==> src/rtl/mem_access.sv <==
// Memory stage behind the exec ALU: byte/word loads and stores over a req/ack data-memory port.
// Optional misaligned word-access exception output enabled by MEM_ALIGN_EXC_EN.
`ifndef ALUOP_LDB
`define ALUOP_LDB 8'h10
`endif
`ifndef ALUOP_LDW
`define ALUOP_LDW 8'h11
`endif
`ifndef ALUOP_STB
`define ALUOP_STB 8'h12
`endif
`ifndef ALUOP_STW
`define ALUOP_STW 8'h13
`endif

module mem_access #(
    parameter int REG_SIZE = 32,
    parameter int REG_ADDR = 5
) (
    input  logic                clk,
    input  logic                rst_n,
    input  logic                in_valid,
    input  logic [7:0]          in_op,
    input  logic [REG_SIZE-1:0] in_addr,
    input  logic [REG_SIZE-1:0] in_wdata,
    input  logic [REG_ADDR-1:0] in_rd,
    input  logic                in_wb_en,
    output logic                stall_o,
    output logic                dmem_req,
    output logic                dmem_we,
    output logic [REG_SIZE-1:0] dmem_addr,
    output logic [REG_SIZE-1:0] dmem_wdata,
    output logic [3:0]          dmem_be,
    input  logic [REG_SIZE-1:0] dmem_rdata,
    input  logic                dmem_ack,
`ifdef MEM_ALIGN_EXC_EN
    output logic                exc_align,
`endif
    output logic                out_valid,
    output logic [REG_SIZE-1:0] out_data,
    output logic [REG_ADDR-1:0] out_rd,
    output logic                out_wb_en
);

    typedef enum logic [0:0] {IDLE = 1'b0, REQ = 1'b1} state_t;

    state_t state_r, state_next_s;

    logic is_ldb_s, is_ldw_s, is_stb_s, is_stw_s, is_mem_s;
    logic exc_s, ack_s, accept_s, issue_s, direct_s;

    logic                is_load_r, is_byte_r, wb_en_r;
    logic [1:0]          lane_r;
    logic [REG_ADDR-1:0] rd_r;
    logic [REG_SIZE-1:0] mem_data_s;

    logic                pend_v_r, pend_wb_r;
    logic [REG_SIZE-1:0] pend_data_r;
    logic [REG_ADDR-1:0] pend_rd_r;

    function automatic logic [31:0] load_byte(input logic [31:0] word, input logic [1:0] lane);
        logic [7:0] b;
        case (lane)
            2'd0:    b = word[7:0];
            2'd1:    b = word[15:8];
            2'd2:    b = word[23:16];
            2'd3:    b = word[31:24];
            default: b = word[7:0];
        endcase
        return {{24{b[7]}}, b};
    endfunction

    // Decode the incoming op and derive handshake/acceptance conditions.
    always_comb begin
        is_ldb_s = (in_op == `ALUOP_LDB);
        is_ldw_s = (in_op == `ALUOP_LDW);
        is_stb_s = (in_op == `ALUOP_STB);
        is_stw_s = (in_op == `ALUOP_STW);
        is_mem_s = is_ldb_s || is_ldw_s || is_stb_s || is_stw_s;
`ifdef MEM_ALIGN_EXC_EN
        exc_s    = (is_ldw_s || is_stw_s) && (in_addr[1:0] != 2'b00);
`else
        exc_s    = 1'b0;
`endif
        ack_s    = (state_r == REQ) && dmem_ack;
        stall_o  = (state_r == REQ) && !dmem_ack;
        accept_s = in_valid && !stall_o;
        issue_s  = accept_s && is_mem_s && !exc_s;
        // Pass-through ops and faulting word accesses both complete without memory.
        direct_s = accept_s && !issue_s;
    end

    // Next-state logic: REQ is held until ack, and re-entered on a same-cycle new memory op.
    always_comb begin
        state_next_s = state_r;
        case (state_r)
            IDLE: begin
                if (issue_s) state_next_s = REQ;
                else         state_next_s = IDLE;
            end
            REQ: begin
                if (dmem_ack) state_next_s = issue_s ? REQ : IDLE;
                else          state_next_s = REQ;
            end
            default: state_next_s = IDLE;
        endcase
    end

    // State register.
    always_ff @(posedge clk or negedge rst_n) begin
        if (!rst_n) state_r <= IDLE;
        else        state_r <= state_next_s;
    end

    // Registered memory request plus the context needed to format the load result.
    always_ff @(posedge clk or negedge rst_n) begin
        if (!rst_n) begin
            dmem_req   <= 1'b0;
            dmem_we    <= 1'b0;
            dmem_addr  <= {REG_SIZE{1'b0}};
            dmem_wdata <= {REG_SIZE{1'b0}};
            dmem_be    <= 4'b0000;
            is_load_r  <= 1'b0;
            is_byte_r  <= 1'b0;
            lane_r     <= 2'b00;
            rd_r       <= {REG_ADDR{1'b0}};
            wb_en_r    <= 1'b0;
        end else if (issue_s) begin
            dmem_req   <= 1'b1;
            dmem_we    <= is_stb_s || is_stw_s;
            dmem_addr  <= {in_addr[REG_SIZE-1:2], 2'b00};
            dmem_be    <= (is_ldb_s || is_stb_s) ? (4'b0001 << in_addr[1:0]) : 4'b1111;
            dmem_wdata <= is_stb_s ? {4{in_wdata[7:0]}} :
                          (is_stw_s ? in_wdata : {REG_SIZE{1'b0}});
            is_load_r  <= is_ldb_s || is_ldw_s;
            is_byte_r  <= is_ldb_s;
            lane_r     <= in_addr[1:0];
            rd_r       <= in_rd;
            wb_en_r    <= in_wb_en;
        end else if (ack_s) begin
            dmem_req   <= 1'b0;
            dmem_we    <= 1'b0;
            dmem_addr  <= {REG_SIZE{1'b0}};
            dmem_wdata <= {REG_SIZE{1'b0}};
            dmem_be    <= 4'b0000;
        end
    end

    // Load result formatting; stores return zero.
    always_comb begin
        mem_data_s = {REG_SIZE{1'b0}};
        if (is_load_r) mem_data_s = is_byte_r ? load_byte(dmem_rdata, lane_r) : dmem_rdata;
        else           mem_data_s = {REG_SIZE{1'b0}};
    end

    // Write-back payload; a direct op landing on an ack cycle waits one slot in pend_* to keep order.
    always_ff @(posedge clk or negedge rst_n) begin
        if (!rst_n) begin
            out_valid   <= 1'b0;
            out_data    <= {REG_SIZE{1'b0}};
            out_rd      <= {REG_ADDR{1'b0}};
            out_wb_en   <= 1'b0;
            pend_v_r    <= 1'b0;
            pend_data_r <= {REG_SIZE{1'b0}};
            pend_rd_r   <= {REG_ADDR{1'b0}};
            pend_wb_r   <= 1'b0;
        end else begin
            if (ack_s) begin
                out_valid <= 1'b1;
                out_data  <= mem_data_s;
                out_rd    <= rd_r;
                out_wb_en <= is_load_r && wb_en_r;
            end else if (pend_v_r) begin
                out_valid <= 1'b1;
                out_data  <= pend_data_r;
                out_rd    <= pend_rd_r;
                out_wb_en <= pend_wb_r;
            end else if (direct_s) begin
                out_valid <= 1'b1;
                out_data  <= in_addr;
                out_rd    <= in_rd;
                out_wb_en <= in_wb_en && !exc_s;
            end else begin
                out_valid <= 1'b0;
                out_data  <= {REG_SIZE{1'b0}};
                out_rd    <= {REG_ADDR{1'b0}};
                out_wb_en <= 1'b0;
            end
            if ((ack_s || pend_v_r) && direct_s) begin
                pend_v_r    <= 1'b1;
                pend_data_r <= in_addr;
                pend_rd_r   <= in_rd;
                pend_wb_r   <= in_wb_en && !exc_s;
            end else if (pend_v_r) begin
                pend_v_r    <= 1'b0;
            end
        end
    end

`ifdef MEM_ALIGN_EXC_EN
    logic pend_exc_r;

    // Alignment exception flag, travelling alongside the write-back payload.
    always_ff @(posedge clk or negedge rst_n) begin
        if (!rst_n) begin
            exc_align  <= 1'b0;
            pend_exc_r <= 1'b0;
        end else begin
            if (ack_s)         exc_align <= 1'b0;
            else if (pend_v_r) exc_align <= pend_exc_r;
            else if (direct_s) exc_align <= exc_s;
            else               exc_align <= 1'b0;
            if ((ack_s || pend_v_r) && direct_s) pend_exc_r <= exc_s;
            else if (pend_v_r)                   pend_exc_r <= 1'b0;
        end
    end
`endif

endmodule

==> config.mk <==
export PLATFORM = sky130hd
export DESIGN_NAME = mem_access
export DESIGN_NICKNAME = d
export VERILOG_FILES = /design/src/rtl/mem_access.sv
export SDC_FILE = /design/constraint.sdc
export NUM_CORES = 1
export LEC_CHECK = 0
export BUFFER_PORTS_ARGS = -buffer_cell sky130_fd_sc_hd__buf_2
export CORE_UTILIZATION = 54
export DETAILED_ROUTE_END_ITERATION = 16
export PLACE_DENSITY = 0.95
export SLEW_MARGIN = 20
export SYNTH_ARGS = -nofsm -noshare
export SYNTH_HDL_FRONTEND = slang
export SYNTH_SLANG_ARGS = --single-unit
==> constraint.sdc <==
create_clock -name clk -period 3.25 [get_ports clk]
set_input_delay 0.4875 -clock clk [delete_from_list [all_inputs] [get_ports clk]]
set_output_delay 0.4875 -clock clk [all_outputs]
set_load 0.03 [all_outputs]
# Word-level counts from Yosys, hierarchy flattened
# Cells that the tools add are included.
totals:
  register_bits: 159
  inputBits: 114
  word_cells: 76
classes:
  n_eq_ne: 7
  shifts: 1
  mux: 30
  n_bitwise: 1
  reduce_logical: 18
ops:
  columns: ["op", "count"]
  rows:
  - ["2-to-1 mux 32 bit", 10]
  - ["== test 8 x 5 -> 1 bit, second input constant", 4]
  - ["one-hot mux 8 bit (4 select lines)", 1]
  - ["2-to-1 mux 5 bit", 3]
  - ["2-to-1 mux 1 bit", 12]
  - ["2-to-1 mux 4 bit", 3]
  - ["logical AND 1 bit", 7]
  - ["logical OR 1 bit", 6]
  - ["== test 2 bit, second input constant", 2]
  - ["<< shifter 1 x 2 -> 4 bit, first input constant", 1]
  - ["zero test 1 bit", 3]
  - ["== test 2 x 1 -> 1 bit, second input constant", 1]
  - ["zero test 2 bit", 1]
  - ["one-hot mux 1 bit (2 select lines)", 1]
  - ["nonzero test 2 bit", 1]
  - ["inverter 1 bit", 1]

# Logic depth before layout (Yosys ltp)
logic_depth:
  word_depth: 10
  depth_mapped: 7

# Worst setup path before layout
# No wires, ideal clock.
synth_timing:
  path_kind: "input to register"
  startpoint: "in dmem_ack"
  endpoint: "reg dmem_wdata[0]"
  setup_time_ps: 121
  t_arrival_ps: 1667
  t_required_ps: 3129
  slack_ps: 1462
  path_stages: 6
  path_buffers: 2
  path_cell_list: "and2b_1 -> and4b_1 -> buf_2 -> and2_1 -> buf_4 -> a22o_1"
synth_between:
  elab_chain_len: 6
  word_cells_on_any_way: 8
  cone_classes: "1 x mux; 7 x reduce/logical"
synth_lines:
  columns: ["item", "line", "text"]
  rows:
  - ["start, declared", "35", "input logic dmem_ack,"]
  - ["zero test 1 bit", "86", "stall_o = (state_r == REQ) && !dmem_ack;"]
  - ["logical AND 1 bit", "86", null]
  - ["zero test 1 bit", "87", "accept_s = in_valid && !stall_o;"]
  - ["logical AND 1 bit", "87", null]
  - ["logical AND 1 bit", "88", "issue_s = accept_s && is_mem_s && !exc_s;"]
  - ["2-to-1 mux 32 bit / nonzero test 2 bit (equally long branches)", null, null]
  - ["end signal, assigned", "121", "dmem_wdata <= {REG_SIZE{1'b0}};"]
  - ["end signal, assigned", "133", "dmem_wdata <= is_stb_s ? {4{in_wdata[7:0]}} :"]
  - ["end signal, assigned", "144", "dmem_wdata <= {REG_SIZE{1'b0}};"]
  - ["end, declared", "32", "output logic [REG_SIZE-1:0] dmem_wdata,"]
# Parallel ways exist; a longest one is shown, timed or not.
# A chain may end at the register's enable or synchronous reset.

# Final worst setup path
layout_timing:
  startpoint: "reg lane_r[0]"
  endpoint: "reg out_data[31]"
layout_between:
  elab_chain_len: 5
  word_cells_on_any_way: 8
  cone_classes: "3 x eq/ne; 4 x mux; 1 x reduce/logical"
layout_lines:
  columns: ["item", "line", "text"]
  rows:
  - ["start, declared", "53", "logic [1:0] lane_r;"]
  - ["start signal, assigned", "137", "lane_r <= in_addr[1:0];"]
  - ["== test 2 bit (tied with other cells)", "63", "case (lane)"]
  - ["one-hot mux 8 bit (4 select lines) (*)", "63", null]
  - ["2-to-1 mux 32 bit (*) (2 in series)", "152", "if (is_load_r) mem_data_s = is_byte_r ? load_byte(dmem_rdata, lane_r) : dmem_rdata;"]
  - ["2-to-1 mux 32 bit (*)", "168", "if (ack_s) begin"]
  - ["end signal, assigned", "160", "out_data <= {REG_SIZE{1'b0}};"]
  - ["end signal, assigned", "170", "out_data <= mem_data_s;"]
  - ["end signal, assigned", "175", "out_data <= pend_data_r;"]
  - ["end, declared", "40", "output logic [REG_SIZE-1:0] out_data,"]
# Mark *: on every way between the ends. The rest lies on a longest branch, timed or not.

==> flow_metrics.env <==
export IMPL_cap_violations=0
export IMPL_end_kind="register"
export IMPL_p_int_w=0.00372
export IMPL_synth_distinct_cells=40
export IMPL_avgViaCountPerCell=5.96
export IMPL_vias=5718
export IMPL_grt_max_degree=73
export IMPL_die_area_um2=12700
export IMPL_synth_top_area_share=0.592
export IMPL_ys_async_sr_fraction=1.00
export IMPL_p_leak_nw=4.49
export IMPL_top_level_ports=224
export IMPL_drc=0
export IMPL_seq_power_share=0.456
export IMPL_crit_chain="mux2_2 -> o21ai_1 -> a31o_2 -> o21ai_0"
export IMPL_clockRootBuffer="clkbuf_16"
export IMPL_clkTransAtPathRegs_ns=0.06
export IMPL_max_vdd_ir_drop_mv=0.426
export IMPL_fp_coreArea_um2=12000
export IMPL_grt_pass1_vias=5483
export IMPL_wl_per_cell_um=19.3
export IMPL_cp_max_fo=25
export IMPL_seqCellArea_um2=3930
export IMPL_max_stage_delay_ns=0.68
export IMPL_synthFlopType="dfrtp_1"
export IMPL_ant_nets=0
export IMPL_ys_top_cells_by_area="dfrtp_1 (59%), mux2_2 (6.1%), nand2_1 (5.3%), a22oi_1 (3.5%), o2bb2ai_1 (3.2%)"
export IMPL_grt_setup_unrepaired="no"
export IMPL_crit_type="register to register"
export IMPL_io_buffers=221
export IMPL_r2r_cells=4
export IMPL_totalWireLength_um=18500
export IMPL_cts_inserted_buffers=17
export IMPL_p_sw_w=0.00145
export IMPL_netlist_area_um2=6630
export IMPL_placed_cells=927
export IMPL_multi_input_comb_area_um2=2450
export IMPL_row_count=40
export IMPL_cts_sinks=157
export IMPL_critPathArrivalTime_ns=2.27
export IMPL_gp_congestion=0.832
export IMPL_grt_usage=0.295
export IMPL_final_cell_mix="buf_2 (220), dfrtp_1 (157), nand2_1 (93)"
export IMPL_hold_path_class="input port to async pin"
export IMPL_period_share=0.622
export IMPL_fp_dieH_um=113
export IMPL_nNetsFinal=914
export IMPL_yosysSeqAreaShare=0.592
export IMPL_whs_ns=0.0903
export IMPL_areaGrowthSynthToFinish_pct=26.2
export IMPL_final_hold_viol_count=0
export IMPL_grt_overflow=0
export IMPL_antenna_found_initial=0
export IMPL_finalSetupViolCount=0
export IMPL_diodes=0
export IMPL_startpoint_type="register"
export IMPL_fin_worst_skew_ns=0.0105
export IMPL_postCtsSetupRepairBufs=0
export IMPL_drt_pass1_iterations=6
export IMPL_drive_gt1_frac=0.384
export IMPL_grt_pass1_wl_um=28600
export IMPL_cts_tree="built"
export IMPL_dpl_hpwl_um=12400
export IMPL_sw_frac_of_total=0.281
export IMPL_ys_ff_latch=157
export IMPL_initial_core_util=0.552
export IMPL_post_cts_resized=0
export IMPL_ctsHtreeMaxLevel=4
export IMPL_synth_avg_cell_area_um2=11.1
export IMPL_p_clk_frac=0.371
export IMPL_clock_latency_ns=0.41
export IMPL_status="completed"
export IMPL_syn_inst=596
export IMPL_critical_path_required_ns=3.50
export IMPL_die_x_um=113
export IMPL_period_minus_slack_ns=2.02
export IMPL_postCtsHoldBufs=0
export IMPL_cts_buffer_depth=2
export IMPL_tightestPinTransition_ns=0.668
export IMPL_fmax_ghz=0.495
export IMPL_fin_setup_tns_ns=0
export IMPL_fill_cells=867
export IMPL_synth_top_cell_by_area="dfrtp_1"
export IMPL_p_per_area_nw_per_um2=618
export IMPL_instances_no_fill=959
export IMPL_max_slew_margin=0.555
export IMPL_comb_power_share=0.173
export IMPL_slew_viol_final=0
export IMPL_ys_warnings_count=0
export IMPL_drt_iter0_markers=552
export IMPL_synth_edf_count=0
export IMPL_crit_slowest_cell="dfrtp_1"
export IMPL_post_route_util=0.697
export IMPL_mostFrequentLayoutCell="buf_2"
-- worst max-delay path, delay by kind of cell, from the launching register on --
kind | cells | cell delay, ns
compound gates | 3 | 0.77
flops | 1 | 0.68
mux | 1 | 0.40
-- power groups by stage --
stage / Clock (W) / Sequential, W / Combinational [W]
2_1_floorplan: 0 / 0.00258 / 0.000333
3_3_place_gp: 0 / 0.00237 / 0.000859
3_5_place_dp: 0 / 0.00238 / 0.000888
4_1_cts: 0.00194 / 0.00235 / 0.000897
5_1_grt: 0.00203 / 0.00238 / 0.000956
6_report: 0.00192 / 0.00236 / 0.000895
-- per-layer routing --
metal / vias to the layer above / share of wire / track usage / wire [µm]
li1: 2514 / - / - / -
met1: 2767 / 0.40 / 0.368 / 7380
met2: 393 / 0.49 / 0.491 / 9030
met3: 44 / 0.084 / 0.0702 / 1560
met4: 0 / 0.028 / 0.132 / 512
met5: - / 0 / 0 / 0
-- flip-flops by register name, indices dropped and copies added, names as in the netlist --
register / count
rd_r: 5
dmem_addr: 30
state_r: 1
out_data: 32
out_valid: 1
dmem_be: 4
pend_v_r: 1
lane_r: 2
out_rd: 5
dmem_req: 1
dmem_we: 1
dmem_wdata: 32
pend_data_r: 32
pend_wb_r: 1
out_wb_en: 1
pend_rd_r: 5
wb_en_r: 1
is_load_r: 1
is_byte_r: 1
-- Yosys cell counts, types with 2 or more instances --
library cell and instances:
buf_2 18, o21ai_1 7, clkbuf_1 16, o21a_1 2
nand3_1 34, o2bb2ai_1 24, buf_1 4, o21ai_0 38
buf_4 6, o22ai_1 7, nor2_1 28, and3_1 6
a21o_1 2, mux2_4 9, nor2b_1 9, nand2_1 93
mux2_2 36, inv_1 5, a22oi_1 31, dfrtp_1 157
and2_1 3, a21oi_1 27, buf_6 2, a221o_1 7
a211oi_1 3, a22o_1 8
-- layout make-up --
class / instances / area share
Clock buffer: 20 / 0.0546
Timing Repair Buffer: 231 / 0.144
Sequential cell: 157 / 0.469
Tap cell: 147 / 0.0220
Multi-Input combinational cell: 388 / 0.293
Clock inverter: 11 / 0.0142
Inverter: 5 / 0.00224
-- cells by family (layout without fill, tap and decap cells) --
group | count (synthesis) | in the layout | synth area share
simple gates | 181 | 181 | 0.123
compound gates | 159 | 159 | 0.161
flops | 157 | 157 | 0.592
buf+inv | 52 | 267 | 0.0402
mux | 46 | 46 | 0.0830
other cells | 1 | 2 | 0.000565
-- through the flow --
step	total power (W)	instance area [µm²]	worst slack, ns
floorplan	0.00291	6640	1.46
global placement	0.00323	7780	0.970
detailed placement	0.00327	7780	0.900
CTS	0.00519	8350	1.23
global route	0.00537	8370	1.07
finish	0.00517	8370	1.23
-- worst paths after layout --
check | slack (ns) | startpoint | end
worst max-delay path | 1.23 | lane_r[0]$_DFFE_PN0P_ | out_data[31]$_DFF_PN0_
worst min-delay path | 0.09 | rst_n | dmem_addr[26]$_DFFE_PN0P_
worst max register to register | 1.23 | lane_r[0]$_DFFE_PN0P_ | out_data[31]$_DFF_PN0_
worst min register to register | 0.48 | is_load_r$_DFFE_PN0P_ | is_load_r$_DFFE_PN0P_
max in group asynchronous | 2.28 | rst_n | out_data[1]$_DFF_PN0_
min in group clk | 0.31 | in_rd[3] | rd_r[3]$_DFFE_PN0P_
Power figures use the tool's default switching activity.
